## config.mk

```make
export PLATFORM = sky130hd
export DESIGN_NAME = uart_rx
export DESIGN_NICKNAME = d
export VERILOG_FILES = /design/src/rtl/uart_rx.sv
export SDC_FILE = /design/constraint.sdc
export NUM_CORES = 1
export LEC_CHECK = 0
export CELL_PAD_IN_SITES_DETAIL_PLACEMENT = 1
export CELL_PAD_IN_SITES_GLOBAL_PLACEMENT = 1
export CORE_ASPECT_RATIO = 2
export CORE_MARGIN = 2
export CORE_UTILIZATION = 49
export DETAILED_ROUTE_END_ITERATION = 10
export PLACE_DENSITY = 0.81
export SLEW_MARGIN = 20
export SYNTH_ARGS = -nofsm -noshare
export SYNTH_HDL_FRONTEND = slang
export SYNTH_SLANG_ARGS = --single-unit
```

## constraint.sdc

```tcl
create_clock -name CLK -period 6.75 [get_ports CLK]
set_clock_uncertainty 0.15 [all_clocks]
set_input_delay 2.025 -clock CLK [delete_from_list [all_inputs] [get_ports CLK]]
set_output_delay 2.025 -clock CLK [all_outputs]
set_load 0.03 [all_outputs]
```

## src/rtl/uart_rx.sv

```systemverilog
// Oversampled UART receiver: 1 start, DATA_WIDTH data bits (LSB first), optional parity, 1 stop.
// Each bit is a 3-sample majority vote at mid-bit; the result is reported with one-cycle strobes.
module uart_rx #(
  parameter int unsigned DATA_WIDTH  = 8,
  parameter int unsigned PRESCALE_WD = 6
) (
  input  logic                   CLK,
  input  logic                   RST,
  input  logic                   RX_IN,
  input  logic [PRESCALE_WD-1:0] Prescale,
  input  logic                   parity_enable,
  input  logic                   parity_type,
  output logic [DATA_WIDTH-1:0]  P_DATA,
  output logic                   Data_Valid,
  output logic                   Parity_Error,
  output logic                   Stop_Error
);

  localparam int unsigned BIT_CNT_WD = (DATA_WIDTH > 1) ? $clog2(DATA_WIDTH) : 1;
  localparam logic [BIT_CNT_WD-1:0] LAST_BIT = BIT_CNT_WD'(DATA_WIDTH - 1);

  typedef enum logic [2:0] {
    IDLE,
    START,
    DATA,
    PARITY,
    STOP
  } state_t;

  state_t                 state;
  logic [PRESCALE_WD-1:0] edge_cnt;
  logic [PRESCALE_WD-1:0] prescale_q;
  logic [BIT_CNT_WD-1:0]  bit_cnt;
  logic                   parity_en_q;
  logic                   parity_type_q;
  logic                   parity_bit;
  logic [2:0]             samples;
  logic [DATA_WIDTH-1:0]  shift_q;

  logic [PRESCALE_WD-1:0] half_c;
  logic                   last_tick_c;
  logic                   bit_c;
  logic                   parity_err_c;
  logic                   stop_err_c;

  // Bit timing and majority-vote decision, all relative to the frame's latched prescale
  assign half_c       = prescale_q >> 1;
  assign last_tick_c  = (edge_cnt == (prescale_q - PRESCALE_WD'(1)));
  assign bit_c        = (samples[0] & samples[1]) | (samples[0] & samples[2]) |
                        (samples[1] & samples[2]);
  assign parity_err_c = parity_en_q & (parity_bit != ((^shift_q) ^ parity_type_q));
  assign stop_err_c   = ~bit_c;

  always_ff @(posedge CLK or negedge RST) begin
    if (!RST) begin
      state         <= IDLE;
      edge_cnt      <= '0;
      prescale_q    <= '0;
      bit_cnt       <= '0;
      parity_en_q   <= 1'b0;
      parity_type_q <= 1'b0;
      parity_bit    <= 1'b0;
      samples       <= '0;
      shift_q       <= '0;
      P_DATA        <= '0;
      Data_Valid    <= 1'b0;
      Parity_Error  <= 1'b0;
      Stop_Error    <= 1'b0;
    end else begin
      Data_Valid   <= 1'b0;
      Parity_Error <= 1'b0;
      Stop_Error   <= 1'b0;

      if (state == IDLE) begin
        edge_cnt <= '0;
        bit_cnt  <= '0;
        // The detect cycle is tick 0 of the start bit; frame settings are frozen here
        if (!RX_IN) begin
          state         <= START;
          edge_cnt      <= PRESCALE_WD'(1);
          prescale_q    <= Prescale;
          parity_en_q   <= parity_enable;
          parity_type_q <= parity_type;
        end
      end else begin
        edge_cnt <= last_tick_c ? '0 : edge_cnt + PRESCALE_WD'(1);

        if (edge_cnt == (half_c - PRESCALE_WD'(1))) samples[0] <= RX_IN;
        if (edge_cnt == half_c)                     samples[1] <= RX_IN;
        if (edge_cnt == (half_c + PRESCALE_WD'(1))) samples[2] <= RX_IN;

        if (last_tick_c) begin
          case (state)
            START: begin
              if (bit_c) begin
                state <= IDLE;
              end else begin
                state   <= DATA;
                bit_cnt <= '0;
              end
            end
            DATA: begin
              shift_q[bit_cnt] <= bit_c;
              bit_cnt          <= bit_cnt + BIT_CNT_WD'(1);
              if (bit_cnt == LAST_BIT) state <= parity_en_q ? PARITY : STOP;
            end
            PARITY: begin
              parity_bit <= bit_c;
              state      <= STOP;
            end
            STOP: begin
              state        <= IDLE;
              Stop_Error   <= stop_err_c;
              Parity_Error <= parity_err_c;
              if (!stop_err_c && !parity_err_c) begin
                Data_Valid <= 1'b1;
                P_DATA     <= shift_q;
              end
            end
            default: state <= IDLE;
          endcase
        end
      end
    end
  end

endmodule
```

==> reports/qor.log <==
INFO  critical_path  crit_type=input port to register
INFO  timing         clock.fmax=277MHz
INFO  floorplan      initial_cell_density_of_the_core=0.507
INFO  timing         finalMaxSlewViolations=0
INFO  layout         drive_gt1_frac=0.140
INFO  floorplan      std_cell_rows=36
INFO  routing        wirelength=5.69mm
INFO  clock_tree     cts-buffers-inserted=5
INFO  run            max_cap_violations=0
INFO  floorplan      die_height=104um
INFO  logic_synthesis synthAdderAreaFrac=0.0399
INFO  placed_design  number_of_input_and_output_port_buffers_inserted=21
INFO  routing        first_pass_iters=4
INFO  layout         layout.area.seq=1080um2
INFO  power_and_ir_drop share_seq_of_total_power=0.380
INFO  logic_synthesis synth.net_count=253
INFO  clock_tree     worst_setup_hold_path_clk_slew=80ps
INFO  grt            gr-total-overflow=0
INFO  placed_design  hpwl=4.32mm
INFO  power_and_ir_drop power.static_leakage=0.00121uW
INFO  critical_path  worstSetupStartpointType=input port
INFO  grt            grt_use_total=0.232
INFO  critical_path  worst_path_cell_trace=clkdlybuf4s50_1 -> nor2_1 -> mux2_2
INFO  floorplan      floorplan.die_area=5600um2
INFO  grt            first_global_vias=1886
INFO  routing        post-route-drc-count=0
INFO  logic_synthesis synth_edf_count=0
INFO  timing         period_share=0.535
INFO  logic_synthesis ys_warn_count=0
INFO  clock_tree     post_cts_resize_count=0
INFO  logic_synthesis synth_compound_area_frac=0.0773
INFO  layout         finalNetCount=267
INFO  logic_synthesis post_synth_num_cell_types=44
INFO  critical_path  worstPathMaxFanout=14
INFO  clock_tree     hold_buffers=0
INFO  timing         timing.setup.tns=0ps
INFO  logic_synthesis syn_area=2440um2
INFO  logic_synthesis synth_xor_xnor_area_share=0.110
INFO  logic_synthesis synth_cells=235
INFO  logic_synthesis ys_dominant_reg_cell=sky130_fd_sc_hd__dfrtp_1
INFO  power_and_ir_drop post-layout-total-power=1160uW
INFO  logic_synthesis synthesis.area_per_instance=10.4um2
INFO  timing         slew_headroom=0.363
INFO  floorplan      die_x=53.9um
INFO  clock_tree     tritoncts=built
INFO  logic_synthesis proportion_of_synthesized_chip_area_in_sequential_cells=0.440
INFO  clock_tree     buffer_cell_driving_the_clock_tree_root=sky130_fd_sc_hd__clkbuf_8
INFO  power_and_ir_drop power_density=419nW/um2
INFO  power_and_ir_drop combinationalPowerShare=0.420
INFO  clock_tree     h-tree-depth=2
INFO  critical_path  cp-end-kind=register
INFO  grt            grt_max_degree=44
INFO  clock_tree     worst_skew_pair.late_latency=300ps
INFO  power_and_ir_drop ir_drop=0.000250V
INFO  logic_synthesis synth.ff_latch_count=43
INFO  layout         multi_input_comb_area=1250um2
INFO  routing        drt-vias-per-instance=5.76
INFO  timing         setup_violations=0
INFO  grt            number_of_antenna_violations_at_the_first_check_in_global_routing=0
INFO  critical_path  cp_data_arrival_time=3640ps
INFO  critical_path  critical_path.max_stage_delay=680ps
INFO  grt            grt_first_pass_wirelength=9.29mm
INFO  layout         antenna-diode-count=0
INFO  routing        routed_wire_length_per_instance=18.5um
INFO  floorplan      ports=22
INFO  routing        antenna_left=0
INFO  routing        drt_first_iter_violations=29
INFO  logic_synthesis async_flop_share=1.00
INFO  clock_tree     max-clock-path-buffers=2
INFO  timing         worst_slew_pin_slew=955ps
INFO  timing         timing.final.crit_period=3610ps
INFO  power_and_ir_drop switching_share=0.404
INFO  power_and_ir_drop p_int=694uW
INFO  worst_hold_path timing.hold.worst.class=register to register
INFO  power_and_ir_drop power.share.clock=0.200
INFO  clock_tree     postCtsSetupRepairBufs=0
INFO  floorplan      fp.coreArea=4820um2
INFO  logic_synthesis post_synthesis_share_of_cell_area_spent_on_and_or_nand_and_nor_gates=0.168
INFO  logic_synthesis yosys-mux-area-fraction=0.118
INFO  timing         report.final.hold_viol_count=0
INFO  layout         syn2layout_area_growth=13.6%
INFO  critical_path  cp.required=6780ps
INFO  clock_tree     tritoncts_num_sinks=43
INFO  timing         unrepaired_setup_endpoints_after_global_routing=false
INFO  critical_path  crit_slowest_cell=sky130_fd_sc_hd__nor2_1
INFO  critical_path  regToRegSetupSlack=3220ps
INFO  routing        via_count=1767
INFO  outcome        status=complete, no violations
INFO  logic_synthesis synth_top_family_by_area=simple AND/OR/NAND/NOR gates
INFO  layout         fillCellCount=533
INFO  placed_design  finalWeightedCongestion=0.799
INFO  power_and_ir_drop switchingPower=471uW
-- per-stage QoR --
stage | setup slack [ps] | hold WS (ps) | instance area [um2] | cells | util
2_1_floorplan | 3730 | 333 | 2440 | 235 | -
3_5_place_dp | 2860 | 345 | 2640 | 299 | 0.549
5_1_grt | 3000 | 371 | 2780 | 307 | 0.576
3_3_place_gp | 2900 | 342 | 2640 | 299 | 0.549
4_1_cts | 3130 | 364 | 2780 | 307 | 0.576
6_report | 3140 | 360 | 2780 | 307 | 0.576
-- critical path: cells and delay by family --
kind	cells	cell delay, ps
AND/OR/NAND/NOR	1	680
buffers and inverters	1	510
multiplexers	1	420
-- synth_stat cells, drive strengths merged (5+ instances only) --
library cell | number | share of area
dfrtp | 43 | 0.44
mux2 | 24 | 0.11
nand2 | 20 | 0.031
xnor2 | 20 | 0.072
nor2 | 16 | 0.025
o21ai | 14 | 0.029
inv | 10 | 0.015
nor3 | 8 | 0.016
xor2 | 8 | 0.029
buf | 7 | 0.021
clkbuf | 7 | 0.011
ha | 7 | 0.036
nand3 | 7 | 0.014
nor4 | 6 | 0.015
nand2b | 5 | 0.013
-- cells in the final DEF, fill, tap and decap left out, types with 3 or more instances in the layout --
cell type,instances
sky130_fd_sc_hd__dfrtp_1,43
sky130_fd_sc_hd__mux2_2,22
sky130_fd_sc_hd__nand2_1,20
sky130_fd_sc_hd__xnor2_1,20
sky130_fd_sc_hd__clkdlybuf4s50_1,20
sky130_fd_sc_hd__nor2_1,16
sky130_fd_sc_hd__o21ai_0,14
sky130_fd_sc_hd__inv_1,10
sky130_fd_sc_hd__xor2_1,8
sky130_fd_sc_hd__nor3_1,8
sky130_fd_sc_hd__nand3_1,7
sky130_fd_sc_hd__ha_1,7
sky130_fd_sc_hd__nor4_1,6
sky130_fd_sc_hd__nand2b_1,5
sky130_fd_sc_hd__clkbuf_8,5
sky130_fd_sc_hd__o211ai_1,3
sky130_fd_sc_hd__and2_1,3
-- logic make-up after synthesis --
kind of cell	count (synthesis)
fa+ha+maj	8
compound gates	28
mux	25
buf+inv	24
flops	43
xor+xnor	29
simple gates	78
-- per-layer routing --
metal | GRT usage | vias to the layer above | share of wire
li1 | - | 842 | -
met1 | 0.234 | 889 | 0.34
met2 | 0.437 | 24 | 0.61
met3 | 0.0287 | 12 | 0.022
met4 | 0.0916 | 0 | 0.025
met5 | 0 | - | 0
-- worst paths after layout --
check	endpoint	start	cells after the start
hold / removal	P_DATA[5]	P_DATA[5]	1
min in group asynchronous	shift_q[1]	RST	1
setup / recovery	parity_type_q	RX_IN	3
setup reg to reg	shift_q[0]	prescale_q[2]	8
hold reg to reg	P_DATA[5]	P_DATA[5]	1
max in group asynchronous	prescale_q[3]	RST	1
-- power by group through the flow --
stage	logic [uW]	registers, uW	clock network, uW
after detailed placement	491	446	0
after global routing	548	455	249
final	489	443	233
after global placement	468	443	0
after CTS	499	442	240
after floorplan	444	372	0
-- registers in the layout (all words and copies together), names as in the netlist, 3 cells and up --
| signal | count |
|---|---|
| P_DATA | 8 |
| shift_q | 8 |
| state | 3 |
| edge_cnt | 6 |
| bit_cnt | 3 |
| prescale_q | 6 |
| samples | 3 |
-- cell type report --
class / count / area share
Tap cell: 57 / 0.0257
Sequential cell: 43 / 0.388
Clock inverter: 2 / 0.0216
Timing Repair Buffer: 21 / 0.0739
Clock buffer: 6 / 0.0261
Inverter: 10 / 0.0135
Multi-Input combinational cell: 168 / 0.452
(Power assumes the default switching activity.)
